## src/rtl/ddr4_mc_sched_pkg.sv

```systemverilog
// Shared types and helpers for the DDR4 controller port scheduler.
// rr_first returns the first set bit of vec, searching from ptr+1 upward (mod NPORT).
package ddr4_mc_sched_pkg;

    localparam int NPORT = 4;
    localparam int PTR_W = 2;

    typedef enum logic [0:0] {
        IDLE  = 1'b0,
        GRANT = 1'b1
    } sched_state_e;

    typedef enum logic [1:0] {
        LVL_NORM   = 2'd0,
        LVL_URG    = 2'd1,
        LVL_STARVE = 2'd2
    } sched_level_e;

    function automatic logic [NPORT-1:0] rr_first(input logic [NPORT-1:0] vec,
                                                  input logic [PTR_W-1:0] ptr);
        logic [NPORT-1:0] oh;
        logic [PTR_W-1:0] idx;
        logic             found;
        oh    = '0;
        found = 1'b0;
        // k == NPORT wraps back to ptr itself, so the last-served port comes last
        for (int k = 1; k <= NPORT; k++) begin
            idx = ptr + PTR_W'(k);
            if (!found && vec[idx]) begin
                oh[idx] = 1'b1;
                found   = 1'b1;
            end
        end
        return oh;
    endfunction

endpackage

```

## src/rtl/ddr4_mc_rr_pick.sv

```systemverilog
// Combinational rotating-pointer one-hot picker for one priority level.
module ddr4_mc_rr_pick
    import ddr4_mc_sched_pkg::*;
(
    input  logic [NPORT-1:0] vec,
    input  logic [PTR_W-1:0] ptr,
    output logic [NPORT-1:0] pick,
    output logic             any
);

    assign pick = rr_first(vec, ptr);
    assign any  = |vec;

endmodule

```

## src/rtl/ddr4_mc_port_sched.sv

```systemverilog
// Four-port command scheduler: starving > urgent > normal requesters over a
// rotating pointer, bounded same-port bursting and a registered one-hot grant.
module ddr4_mc_port_sched
    import ddr4_mc_sched_pkg::*;
#(
    parameter int BURST_MAX = 4,
    parameter int AGE_W     = 6,
    parameter int AGE_LIMIT = 32
) (
    input  logic             clk,
    input  logic             rst_n,
    input  logic             cfg_enable,
    input  logic [NPORT-1:0] req,
    input  logic [NPORT-1:0] urgent,
    output logic [NPORT-1:0] gnt,
    output logic             gnt_valid,
    input  logic             gnt_ready,
    output logic [NPORT-1:0] starve,
    output logic             dbg_state
);

    // Handshake: gnt/gnt_valid stay stable until gnt_valid & gnt_ready, which is the
    // transfer; gnt_ready is ignored while gnt_valid is low and gnt is 0 then.

    localparam logic [3:0]       BURST_LAST = 4'(BURST_MAX - 1);
    localparam logic [AGE_W-1:0] AGE_LIM    = AGE_W'(AGE_LIMIT);
    localparam logic [AGE_W-1:0] AGE_SAT    = '1;

    sched_state_e     state, state_d;
    logic [PTR_W-1:0] rr_ptr, rr_ptr_d;
    logic [3:0]       burst_cnt, burst_cnt_d;
    logic [NPORT-1:0] gnt_d;
    logic [NPORT-1:0] starve_d;
    logic [AGE_W-1:0] age_q [NPORT];
    logic [AGE_W-1:0] age_d [NPORT];

    logic             xfer;
    logic [NPORT-1:0] xfer_mask;
    logic [NPORT-1:0] vec_stv, vec_urg, vec_norm;
    logic [NPORT-1:0] pick_stv, pick_urg, pick_norm;
    logic             any_stv, any_urg, any_norm;
    sched_level_e     top_lvl;
    logic [NPORT-1:0] top_vec, win;
    logic [PTR_W-1:0] win_idx;
    logic             can_arb, burst_ok;

    assign gnt_valid = (state == GRANT);
    assign dbg_state = state;
    assign xfer      = gnt_valid & gnt_ready;
    assign xfer_mask = gnt & {NPORT{xfer}};

    // A port whose grant transfers this cycle has its age cleared now, so it no longer starves.
    assign vec_stv  = req & starve & ~xfer_mask;
    assign vec_urg  = req & urgent;
    assign vec_norm = req;

    ddr4_mc_rr_pick u_pick_stv  (.vec(vec_stv),  .ptr(rr_ptr), .pick(pick_stv),  .any(any_stv));
    ddr4_mc_rr_pick u_pick_urg  (.vec(vec_urg),  .ptr(rr_ptr), .pick(pick_urg),  .any(any_urg));
    ddr4_mc_rr_pick u_pick_norm (.vec(vec_norm), .ptr(rr_ptr), .pick(pick_norm), .any(any_norm));

    always_comb begin
        top_lvl = LVL_NORM;
        if (any_stv) begin
            top_lvl = LVL_STARVE;
        end else if (any_urg) begin
            top_lvl = LVL_URG;
        end
    end

    always_comb begin
        top_vec = vec_norm;
        win     = pick_norm;
        case (top_lvl)
            LVL_STARVE: begin
                top_vec = vec_stv;
                win     = pick_stv;
            end
            LVL_URG: begin
                top_vec = vec_urg;
                win     = pick_urg;
            end
            default: ;
        endcase
    end

    always_comb begin
        win_idx = '0;
        for (int i = 0; i < NPORT; i++) begin
            if (win[i]) win_idx = PTR_W'(i);
        end
    end

    assign can_arb  = cfg_enable & any_norm;
    assign burst_ok = (|(req & gnt)) && (burst_cnt < BURST_LAST) &&
                      (|(gnt & top_vec)) && ((vec_stv & ~gnt) == '0);

    always_comb begin
        state_d     = state;
        gnt_d       = gnt;
        rr_ptr_d    = rr_ptr;
        burst_cnt_d = burst_cnt;
        case (state)
            IDLE: begin
                if (can_arb) begin
                    state_d     = GRANT;
                    gnt_d       = win;
                    rr_ptr_d    = win_idx;
                    burst_cnt_d = '0;
                end
            end
            GRANT: begin
                if (xfer) begin
                    if (can_arb && burst_ok) begin
                        burst_cnt_d = burst_cnt + 4'd1;
                    end else if (can_arb) begin
                        gnt_d       = win;
                        rr_ptr_d    = win_idx;
                        burst_cnt_d = '0;
                    end else begin
                        state_d = IDLE;
                        gnt_d   = '0;
                    end
                end else if ((req & gnt) == '0) begin
                    // Request withdrawn before acceptance: drop the grant, ages untouched.
                    state_d     = IDLE;
                    gnt_d       = '0;
                    burst_cnt_d = '0;
                end
            end
        endcase
    end

    always_comb begin
        for (int i = 0; i < NPORT; i++) begin
            if (!req[i] || xfer_mask[i]) begin
                age_d[i] = '0;
            end else if (age_q[i] != AGE_SAT) begin
                age_d[i] = age_q[i] + 1'b1;
            end else begin
                age_d[i] = age_q[i];
            end
            starve_d[i] = (age_d[i] >= AGE_LIM);
        end
    end

    always_ff @(posedge clk or negedge rst_n) begin
        if (!rst_n) begin
            state     <= IDLE;
            gnt       <= '0;
            rr_ptr    <= PTR_W'(NPORT - 1);
            burst_cnt <= '0;
            starve    <= '0;
            for (int i = 0; i < NPORT; i++) begin
                age_q[i] <= '0;
            end
        end else begin
            state     <= state_d;
            gnt       <= gnt_d;
            rr_ptr    <= rr_ptr_d;
            burst_cnt <= burst_cnt_d;
            starve    <= starve_d;
            for (int i = 0; i < NPORT; i++) begin
                age_q[i] <= age_d[i];
            end
        end
    end

endmodule

```

## config.mk

```make
export PLATFORM = sky130hd
export DESIGN_NAME = ddr4_mc_port_sched
export DESIGN_NICKNAME = d
export VERILOG_FILES = /design/src/rtl/ddr4_mc_sched_pkg.sv /design/src/rtl/ddr4_mc_rr_pick.sv /design/src/rtl/ddr4_mc_port_sched.sv
export SDC_FILE = /design/constraint.sdc
export NUM_CORES = 1
export LEC_CHECK = 0
export ABC_CLOCK_PERIOD_IN_PS = 4400
export CAP_MARGIN = 20
export CORE_UTILIZATION = 59
export CTS_CLUSTER_SIZE = 28
export DETAILED_ROUTE_END_ITERATION = 6
export PLACE_DENSITY = 0.88
export SLEW_MARGIN = 5
export SYNTH_ARGS = -nofsm -noshare
export SYNTH_HDL_FRONTEND = slang
export SYNTH_SLANG_ARGS = --single-unit
```

## constraint.sdc

```tcl
create_clock -name clk -period 4.4 [get_ports clk]
set_input_delay 0.88 -clock clk [delete_from_list [all_inputs] [get_ports clk]]
set_output_delay 0.88 -clock clk [all_outputs]
set_load 0.005 [all_outputs]
```

### Word-level counts from Yosys, hierarchy flattened

Cells that the tools add are included.

* register bits: 39
* bits of input ports: 12
* output and inout bits: 10

* add/subtract/negate cells: 8
* order comparisons: 13
* eq/ne operators: 11
* muxes and demuxes: 87
* bitwise logic cells: 21
* reductions and logical operators: 43

Operators by type and width (count)
* $mux W4: 20
* $mux W6: 8
* $or A4 B4 Y4: 9
* $pmux W4 S2: 4
* $mux W1: 31
* $and A4 B4 Y4: 7
* $add A6 B1 Y6 const B: 4
* $bmux W1 S2: 12
* $ge A6 B6 Y1 const B: 4
* $ne A6 B6 Y1 const B: 4
* $reduce_or A4 Y1: 5
* $logic_and A1 B1 Y1: 17
* $logic_not A1 Y1: 13
* $lt A2 B3 Y1 const B: 4
* $mux W2: 6
* $demux W1 S2: 4
* $ge A2 B1 Y1 const B: 4
* $logic_not A4 Y1: 2
* $not A4 Y4: 2
* $add A2 B2 Y2 const B: 2
* $add A4 B1 Y4 const B: 1
* $logic_or A1 B1 Y1: 4
* $lt A4 B2 Y1 const B: 1
* $ne A2 B2 Y1 const B: 2
* 12 further kinds: 13

### Longest topological paths before layout

* depth in word-level cells: 24
* gate-level depth with buffers: 13

### Cells and area by module

From an unflattened synthesis, not the netlist that was laid out.

* cell total of the unflattened synthesis: 341
* area total of the unflattened synthesis: 3229.3 um2

By module, submodules not included
* ddr4_mc_port_sched: times used 1, cells an instance 224, area each 2133.3 um2
* ddr4_mc_rr_pick: times used 3, cells an instance 39, area each 365.4 um2

### Worst setup path after synthesis

Ideal clock, no wire load.

* kind: reg2reg
* from: register rr_ptr[1]
* to: register rr_ptr[0]
* arrival time: 3.273 ns
* required time: 4.323 ns
* slack: 1.049 ns
* stages on the path, launching flop included: 12
* buffers on the path: 3
* cell sequence: dfstp_2 > buf_2 > buf_1 > inv_1 > ha_1 > buf_1 > mux4_2 > a222oi_1 > o211ai_1 > a2111oi_4 > nand2_1 > a31oi_1

* cells in the longest elaborated chain, start to end: 21
* elaborated cells on any way between the ends: 103

Ends and longest elaborated chain
* start, declared: line ddr4_mc_port_sched.sv:30 `logic [PTR_W-1:0] rr_ptr, rr_ptr_d;`
* start signal, assigned: line ddr4_mc_port_sched.sv:150 `rr_ptr <= PTR_W'(NPORT - 1);`
* start signal, assigned: line ddr4_mc_port_sched.sv:159 `rr_ptr <= rr_ptr_d;`
* branches (longest 13 deep; another with $lt A2 B3 Y1)
* $pmux W4 S2 *: line ddr4_mc_port_sched.sv:73 `case (top_lvl)`
* $mux W1: line ddr4_mc_port_sched.sv:89 `if (win[i]) win_idx = PTR_W'(i);`
* $mux W2: line ddr4_mc_port_sched.sv:89
* $mux W2 *: line ddr4_mc_port_sched.sv:89
* $mux W2 *: line ddr4_mc_port_sched.sv:104, ddr4_mc_port_sched.sv:115
* $mux W2: line ddr4_mc_port_sched.sv:113 `if (can_arb && burst_ok) begin`
* $mux W2: line ddr4_mc_port_sched.sv:112 `if (xfer) begin`
* $pmux W2 S2 *: line ddr4_mc_port_sched.sv:102 `case (state)`

Every way passes the cells marked *. The select of a mux whose other input is x is not followed.
A chain may end at the register's enable or synchronous reset.

### Final worst setup path

* from: register rr_ptr[0]
* to: register rr_ptr[0]

* cells in the longest elaborated chain, start to end: 21
* elaborated cells on any way between the ends: 103

Ends and longest elaborated chain (line)
* branches (longest 17 deep; another with $lt A2 B3 Y1)
* $mux W2 *: ddr4_mc_port_sched.sv:104, ddr4_mc_port_sched.sv:115
* $mux W2: ddr4_mc_port_sched.sv:113
* $mux W2: ddr4_mc_port_sched.sv:112
* $pmux W2 S2 *: ddr4_mc_port_sched.sv:102

Marks and branches as above.

==> reports/metrics.csv <==
stage,metric,value,unit
sta,unrepaired_setup_endpoints_after_global_routing,no,
cells_and_area,post_route_cells_drive_above_1_share,0.0975,
run,max_cap_viol_count,0,
setup_path,critical_path.startpoint_type,flip-flop,
detailed_routing,detail_route.drc_violations,0,
hold_path,hold_class,reg2reg,
sta,post-route-min-period,3.72,ns
hold_path,worstHoldPathCells,1,
yosys,synth_area_leaders,"dfrtp_1 (30%), ha_1 (5.4%), mux4_2 (4.5%)",
cells_and_area,syn_to_final_growth,10.1,%
yosys,synthFlopType,dfrtp_1,
yosys,synth_seq_area_share,0.316,
sta,totalNegativeSetupSlack,0,ns
setup_path,critPathArrivalTime,3.93,ns
grt,grt.overflow.total,0,
grt,vias_in_the_first_global_route,2770,
cells_and_area,area_of_the_multi_input_gates,1930,um^2
floorplan,design.die.area,5410,um^2
yosys,ys.warnings.count,0,
detailed_routing,routed_wirelength,7.47,mm
clock_tree,clk_pin_slew,0.08,ns
setup_path,path_max_fanout,20,
floorplan,core.rowCount,25,
floorplan,die_h,73.6,um
detailed_routing,route.detailed.wl_per_inst,17.5,um
floorplan,starting_density,0.627,
power,vdd.ir_drop.worst,314,uV
sta,setup_slack,0.676,ns
cells_and_area,antenna-diode-count,0,
clock_tree,cts.hold.buffers_added,0,
yosys,yosysMostFrequentCell,dfrtp_1,
sta,post-route-period-util,0.846,
grt,grt.total_usage,0.303,
detailed_routing,postRouteAntennaNets,0,
yosys,synthCells,347,
outcome,run_status,"finished, final reports clean",
sta,setup_viol_count_final,0,
clock_tree,worstSkewPairLatency,0.30,ns
floorplan,core_region,4820,um^2
grt,grt_pass1_wl,12.5,mm
floorplan,floorplan.io_pins,22,
yosys,synth_cell_types,66,
clock_tree,clk_path_buf_depth,2,
sta,maxSlewViolCount,0,
setup_path,crit_type,reg2reg,
sta,max-slew-margin-rel,0.468,
place,dp_hpwl,5.58,mm
clock_tree,cts_inserted_buffers,5,
sta,worst_margin_pin_slew,0.799,ns
cells_and_area,seq_area,953,um^2
sta,maxClockFrequency,268,MHz
yosys,postSynthNetCount,372,
clock_tree,cts_post_setup_buffers_inserted,0,
clock_tree,numClockSinks,38,
detailed_routing,vias,2811,
setup_path,critPathCaptureType,flip-flop,
sta,worst_clock_skew,0.00688,ns
detailed_routing,post_drt_via_cell_ratio,6.60,
yosys,synth_enable_flop_cells,0,
setup_path,crit_path_cells,"inv_1, ha_1, and3b_1, o211ai_1, o21ai_0, and2b_1, o31a_1, a2111oi_1, a31oi_1",
yosys,ys_async_sr_fraction,1.00,
cells_and_area,final_util,0.690,
detailed_routing,drt_first_pass_iters,5,
yosys,postSynthRegisterBits,38,
place,gp_routability_congestion,0.910,
grt,pin_count_of_the_biggest_net_entering_global_routing,39,
floorplan,die_x,73.6,um
place,pre_cts_ws,0.596,ns
yosys,post_synth_top_cells,"dfrtp_1 (36), nand2_1 (35), nor2_1 (27)",
yosys,synth_top_cell_area_share,0.298,
clock_tree,clk_root_buffer_cell,clkbuf_8,
clock_tree,ctsHtreeMaxLevel,2,
power,p_total,1.45,mW
setup_path,critical-path-max-stage-delay,0.83,ns
setup_path,critical_path_required,4.60,ns
grt,antenna_found_initial,0,
power,leakage,1.35,nW
cells_and_area,filler_cell_count,405,
yosys,yosysTopAreaCell,dfrtp_1,
place,io_buffer_count,21,
power,pwr_density_cell,437,nW/um^2
detailed_routing,drt_iter0_drc,254,
clock_tree,post_cts_resize_count,0,
yosys,synthesis.area_per_instance,8.71,um^2
setup_path,worst-r2r-cell-count,9,
cells_and_area,final_net_count,383,
clock_tree,tritoncts,done,
sta,count_of_endpoints_failing_hold_in_the_final_timing_report,0,
yosys,mappedNetlistArea,3020,um^2
setup_path,crit_path_slowest_cell,dfstp_2,
sta,hold-worst-slack,0.486,ns
flip-flops by register name, summed over array words and instances (netlist names):
name       cells
gnt            4
dbg_state      1
burst_cnt      4
starve         4
rr_ptr         2
age_q         23
final cells by class:
cell class / instances / share of cell area
Multi-Input combinational cell: 279 / 0.581
Clock inverter: 2 / 0.00376
Tap cell: 67 / 0.0252
Clock buffer: 6 / 0.0248
Inverter: 11 / 0.0124
Sequential cell: 38 / 0.287
Timing Repair Buffer: 23 / 0.0662
stage by stage:
step | instances | area (um^2)
6_report | 426 | 3330
5_1_grt | 426 | 3330
4_1_cts | 426 | 3330
3_5_place_dp | 418 | 3230
3_3_place_gp | 418 | 3230
2_1_floorplan | 347 | 3020
critical path, delay by kind of cell, from the launching register on:
kind | cells | cell delay, ns
AO/OA/AOI/OAI | 5 | 1.44
AND/OR/NAND/NOR | 2 | 0.50
buffers and inverters | 1 | 0.29
flip-flops | 1 | 0.83
adder cells (fa/ha/maj) | 1 | 0.55
layout by cell type (no fill, tap or decap), types with 8 or more instances in the layout:
| master | Yosys | routed |
|---|---|---|
| mux2i_1 | 8 | 8 |
| nor3b_1 | 8 | 8 |
| clkdlybuf4s50_1 | 0 | 20 |
| and2_1 | 9 | 9 |
| dfrtp_1 | 36 | 36 |
| nand2_1 | 35 | 35 |
| a21oi_1 | 17 | 17 |
| inv_1 | 11 | 11 |
| a31oi_1 | 9 | 9 |
| ha_1 | 13 | 13 |
| o21ai_0 | 15 | 15 |
| nand3_1 | 24 | 24 |
| nor2_1 | 27 | 27 |
per-layer routing:
metal / global-route usage / part of all wire / wire length (um) / vias up
li1: - / - / - / 1325
met3: 0.0576 / 0.063 / 474 / 25
met2: 0.520 / 0.50 / 3710 / 120
met5: 0 / 0 / 0 / -
met1: 0.363 / 0.40 / 3020 / 1341
met4: 0.154 / 0.037 / 274 / 0
cells by family after synthesis:
family          after synthesis  share of synthesized area
xor+xnor                     10                     0.0290
fa+ha+maj                    13                     0.0538
simple gates                152                      0.267
buf+inv                      30                     0.0451
flops                        38                      0.316
mux                          14                     0.0712
compound gates               90                      0.219
where the power goes:
part | switching, mW | internal [mW] | leakage [nW]
Clock | 0.124 | 0.126 | 0.0472
Combinational | 0.376 | 0.301 | 0.796
Sequential | 0.129 | 0.400 | 0.510
final timing paths:
kind	start	end	slack [ns]
hold reg to reg	burst_cnt[3]$_DFFE_PN0P_	burst_cnt[3]$_DFFE_PN0P_	0.49
setup / recovery	rr_ptr[0]$_DFFE_PN1P_	rr_ptr[0]$_DFFE_PN1P_	0.68
min in group asynchronous	rst_n	starve[1]$_DFF_PN0_	0.67
max in group asynchronous	rst_n	age_q[12]$_DFF_PN0_	3.23
setup reg to reg	rr_ptr[0]$_DFFE_PN1P_	rr_ptr[0]$_DFFE_PN1P_	0.68
hold / removal	burst_cnt[3]$_DFFE_PN0P_	burst_cnt[3]$_DFFE_PN0P_	0.49
Power figures use the tool's default switching activity.
